`src/rtl/decoder_pkg.sv`:
```
// Shared FSM state encoding and mode constants for the decoder_scan slice.
package decoder_pkg;

  typedef enum logic [1:0] {
    IDLE   = 2'd0,
    DIRECT = 2'd1,
    SCAN   = 2'd2
  } state_t;

  localparam logic MODE_DIRECT = 1'b0;
  localparam logic MODE_SCAN   = 1'b1;

endpackage

```
`src/rtl/decoder_dwell_timer.sv`:
```
// Dwell counter for scan mode: counts 0..DWELL-1 while run is high, tick marks the last cycle.
module decoder_dwell_timer #(
  parameter int DWELL = 4
) (
  input  logic clk,
  input  logic rst_n,
  input  logic clr,
  input  logic run,
  output logic tick
);

  localparam logic [15:0] TC = 16'(DWELL - 1);

  logic [15:0] cnt;

  assign tick = run & ~clr & (cnt == TC);

  always_ff @(posedge clk or negedge rst_n) begin
    if (!rst_n) begin
      cnt <= '0;
    end else if (clr) begin
      cnt <= '0;
    end else if (run) begin
      cnt <= tick ? '0 : cnt + 16'd1;
    end
  end

endmodule

```
`src/rtl/decoder_scan.sv`:
```
// One-hot decoder with direct select and optional auto-scan.
// Scan mode, dwell timer and wrap pulse exist only when DECODER_SCAN_AUTO_EN is defined.
//
//   state  | meaning
//   IDLE   | en low: out forced to zero, idx held
//   DIRECT | out follows accepted sel, otherwise holds
//   SCAN   | idx advances every DWELL cycles, wrap on OUT_W-1 -> 0
module decoder_scan
  import decoder_pkg::*;
#(
  parameter  int SEL_W = 3,
  parameter  int DWELL = 4,
  localparam int OUT_W = 2 ** SEL_W
) (
  input  logic             clk,
  input  logic             rst_n,
  input  logic             en,
  input  logic             mode,
  input  logic             sel_valid,
  input  logic [SEL_W-1:0] sel,
  output logic             sel_ready,
  output logic [OUT_W-1:0] out,
  output logic [SEL_W-1:0] idx,
  output logic             wrap
);

  state_t           state;
  logic             mode_eff;
  logic             accept;
  logic             step;
  logic [SEL_W-1:0] idx_inc;

  function automatic logic [OUT_W-1:0] dec(input logic [SEL_W-1:0] i);
    logic [OUT_W-1:0] v;
    v    = '0;
    v[i] = 1'b1;
    return v;
  endfunction

`ifdef DECODER_SCAN_AUTO_EN
  logic run;
  logic wrap_q;

  assign mode_eff = mode;
  // Counter only runs once SCAN has been entered, so the first step lands DWELL cycles after entry.
  assign run      = en & (mode == MODE_SCAN) & (state == SCAN);

  decoder_dwell_timer #(
    .DWELL(DWELL)
  ) u_dwell (
    .clk  (clk),
    .rst_n(rst_n),
    .clr  (~run),
    .run  (run),
    .tick (step)
  );

  always_ff @(posedge clk or negedge rst_n) begin
    if (!rst_n) begin
      wrap_q <= 1'b0;
    end else begin
      wrap_q <= step & (&idx);
    end
  end

  assign wrap = wrap_q;
`else
  logic     unused_mode;
  logic     unused_state;
  localparam int unused_dwell = DWELL;

  assign mode_eff     = MODE_DIRECT;
  assign step         = 1'b0;
  assign wrap         = 1'b0;
  assign unused_mode  = mode;
  assign unused_state = ^state;
`endif

  assign sel_ready = en & (mode_eff == MODE_DIRECT);
  assign accept    = sel_valid & sel_ready;
  assign idx_inc   = idx + SEL_W'(1);

  always_ff @(posedge clk or negedge rst_n) begin
    if (!rst_n) begin
      state <= IDLE;
      out   <= '0;
      idx   <= '0;
    end else if (!en) begin
      state <= IDLE;
      out   <= '0;
    end else begin
      state <= (mode_eff == MODE_SCAN) ? SCAN : DIRECT;
      if (accept) begin
        idx <= sel;
        out <= dec(sel);
      end else if (step) begin
        idx <= idx_inc;
        out <= dec(idx_inc);
      end else begin
        out <= dec(idx);
      end
    end
  end

endmodule
```
`config.mk`:
```
export PLATFORM = sky130hd
export DESIGN_NAME = decoder_scan
export DESIGN_NICKNAME = d
export VERILOG_FILES = /design/src/rtl/decoder_pkg.sv /design/src/rtl/decoder_dwell_timer.sv /design/src/rtl/decoder_scan.sv
export SDC_FILE = /design/constraint.sdc
export NUM_CORES = 1
export LEC_CHECK = 0
export BUFFER_PORTS_ARGS = -buffer_cell sky130_fd_sc_hd__buf_4
export CAP_MARGIN = 20
export CORE_AREA = 4 4 41 43
export DETAILED_ROUTE_END_ITERATION = 16
export DIE_AREA = 0 0 45 47
export PLACE_DENSITY = 0.75
export SYNTH_ARGS = -nofsm -noshare
export SYNTH_HDL_FRONTEND = slang
export SYNTH_HIERARCHICAL = 1
export SYNTH_SLANG_ARGS = --single-unit
```
`constraint.sdc`:
```
create_clock -name clk -period 1.5 [get_ports clk]
set_input_delay 0.225 -clock clk [delete_from_list [all_inputs] [get_ports clk]]
set_output_delay 0.225 -clock clk [all_outputs]
set_load 0.01 [all_outputs]
```
==> impl_results.md <==
* Sequential share of the synthesized area at 0.5238
* All-Layer GR Usage at 0.1067
* Syn nets at 52
* Die area at 2115 µm²
* FMAX at roughly 850 MHz
* Global-route wire length before repair at 1518 µm
* Crit path DAT at around 1.4 ns
* Gate Count Post-Synth at 44
* DRC Markers at 0
* Largest net degree at the start of global routing at 13
* Placed Instance Area at between 600 and 700 µm²
* Number of global-route vias before repair at 345
* CTS tree: built
* Skew-Pair Late Insertion Delay at 0.27 ns
* Postcts setup bufs at 0
* Nets@finish at 73
* Mapped cell area at 525.5 µm²
* Layout Cells excl Fill at 79
* Die Y at 47 µm
* Worst vdd ir at approximately 0.53 mV
* P&R area growth vs syn at 31.19%
* Io pins at 21
* Post-DR wirelength/cell at 12.91 µm
* Syn Area/Cell at ~12 µm²
* PortBufs at 18
* Clock Pin Slew Worst Setup and Hold Paths at 0.06 ns
* Yosys cell types at 19
* Max_cap viols at 0
* PD cells at 975.3 nW/µm²
* Max Buffers Root-to-Sink at 2
* Crit. End Element: register
* Final Hold Viols at 0
* Post-route minimum period at 1.178 ns
* Htree depth at 1
* Startpoint types: register
* Final Cycle Share at 0.7854
* Status: complete, no violations
* Pins Over Slew Limit at 0
* Detailed Route WL at 1020 µm
* Unrepaired setup endpoints after global routing: false
* Final antenna-violating net count at 0
* Setup Crit Path Kind: register to register
* Setup TNS at 0 ns
* Seq cells post-synth at 11
* Die W at roughly 45 µm
* Gp weighted congestion at 0.7113
* Root buffer cell: clkbuf_4
* Clk_skew at 0.003770 ns
* Lkg Pwr at 0.3332 nW
* Setup-failing EPs final at 0
* Pre-CTS WS at 0.3304 ns
* Initial antenna violation count at 0
* Number of DRC markers in iteration 0 at 19
* Fillers at 123
* DRT Pass-1 Iters at 4
* Share of cells above drive strength 1 at 0.3906
* Core area at 1301 µm²
* Clk sinks at 11
* Critical Path RT at 1.67 ns
* Hold Path Class: input pin to register
* Grt total ovfl at 0
* Post-DP HPWL at ~750 µm
* # placed instances at 74
* Worst Path Max Fanout at 8
* Initial Util at 0.4038
* Synth warn at 6
* Fin area at roughly 700 µm²
* Via count at 418
* Drt via density at 5.291
* CTS buffer count at 3
* Final worst-path setup slack at 0.3219 ns
* Core Rows at 13
* Ant diodes at 0
[routing by layer]
metal  part of all wire  GRT usage  vias up
met2               0.46     0.1441       17
met3              0.095    0.04598        4
met5                  0          0        -
li1                   -          -      200
met1               0.42     0.1306      197
met4              0.021    0.08772        0
[cell usage after synthesis]
cell type	count	area (µm²)
dfrtp_1	11	275.3
inv_1	4	15.01
o32ai_1	4	35.03
a211oi_1	3	22.52
nand3b_1	3	22.52
or3b_1	3	26.28
buf_4	2	15.01
mux2_2	2	22.52
nand2_1	2	7.510
a21bo_2	1	10.01
buf_6	1	11.26
conb_1	1	3.750
mux2i_1	1	10.01
nand2b_1	1	6.260
nand3_1	1	5.000
nand4b_1	1	8.760
nand4bb_2	1	16.27
o22ai_1	1	6.260
or3_1	1	6.260
[flip-flops by register name, summed over array words and instances (netlist names)]
register  count
idx           3
out           8
[area by class of cell]
| cell class | instances | area (µm²) | area share |
|---|---|---|---|
| well taps | 15 | 18.77 | 0.02722 |
| clock buffers | 4 | 26.28 | 0.03811 |
| repair buffers | 19 | 145.1 | 0.2105 |
| multi-input cells | 26 | 209.0 | 0.3031 |
| inverters | 4 | 15.01 | 0.02178 |
| flip-flops and latches | 11 | 275.3 | 0.3993 |
[through the flow]
stage               hold WS [ns]  total power [mW]    util
floorplan               -0.07059            0.4108       -
global placement         0.06186            0.4737  0.5019
detailed placement       0.06439            0.4770  0.5019
CTS                       0.1685            0.6771  0.5298
global route              0.1585            0.7167  0.5298
finish                    0.1704            0.6724  0.5298
[timing repair]
item / in CTS / in global routing
gates resized for setup: 0 / 0
hold buffers: 1 / 0
endpoints found under the hold margin: 11 / 0
[path summary, 6_finish.rpt]
check	to	slack, ns	depth (start not counted)	from
min	out[6]$_DFF_PN0_	0.17	2	sel[0]
max in group asynchronous	idx[2]$_DFFE_PN0P_	1.03	2	rst_n
max reg2reg	out[2]$_DFF_PN0_	0.32	2	idx[1]$_DFFE_PN0P_
max	out[2]$_DFF_PN0_	0.32	2	idx[1]$_DFFE_PN0P_
min in group asynchronous	out[7]$_DFF_PN0_	0.32	2	rst_n
min reg2reg	out[6]$_DFF_PN0_	0.61	1	idx[0]$_DFFE_PN0P_
[kinds of logic after synthesis]
kind of cell / share of synthesized area
flops: 0.5238
compound gates: 0.1405
simple gates: 0.1881
buf+inv: 0.07855
mux: 0.06190
other cells: 0.007136
[worst max-delay path, stage by stage, from the launching register on]
cell	delay, ns
dfrtp_1	0.47
or3b_1	0.37
a211oi_1	0.24
[cells in the final DEF (no fill, tap or decap), types with 2 or more instances in the layout]
cell type / instances
mux2_2: 2
nand3b_1: 3
or3b_1: 3
dfrtp_1: 11
inv_1: 4
o32ai_1: 4
nand2_1: 2
a211oi_1: 3
buf_4: 18
clkbuf_4: 3
[where the power goes]
group          switching (mW)  leakage, nW  total, mW  internal [mW]
Combinational          0.0603        0.173      0.131         0.0703
Sequential             0.0245        0.145      0.342          0.318
Clock                  0.0967       0.0150      0.200          0.103
Total                   0.182        0.333      0.672          0.491
No activity file was read; power rests on OpenSTA's default activity.
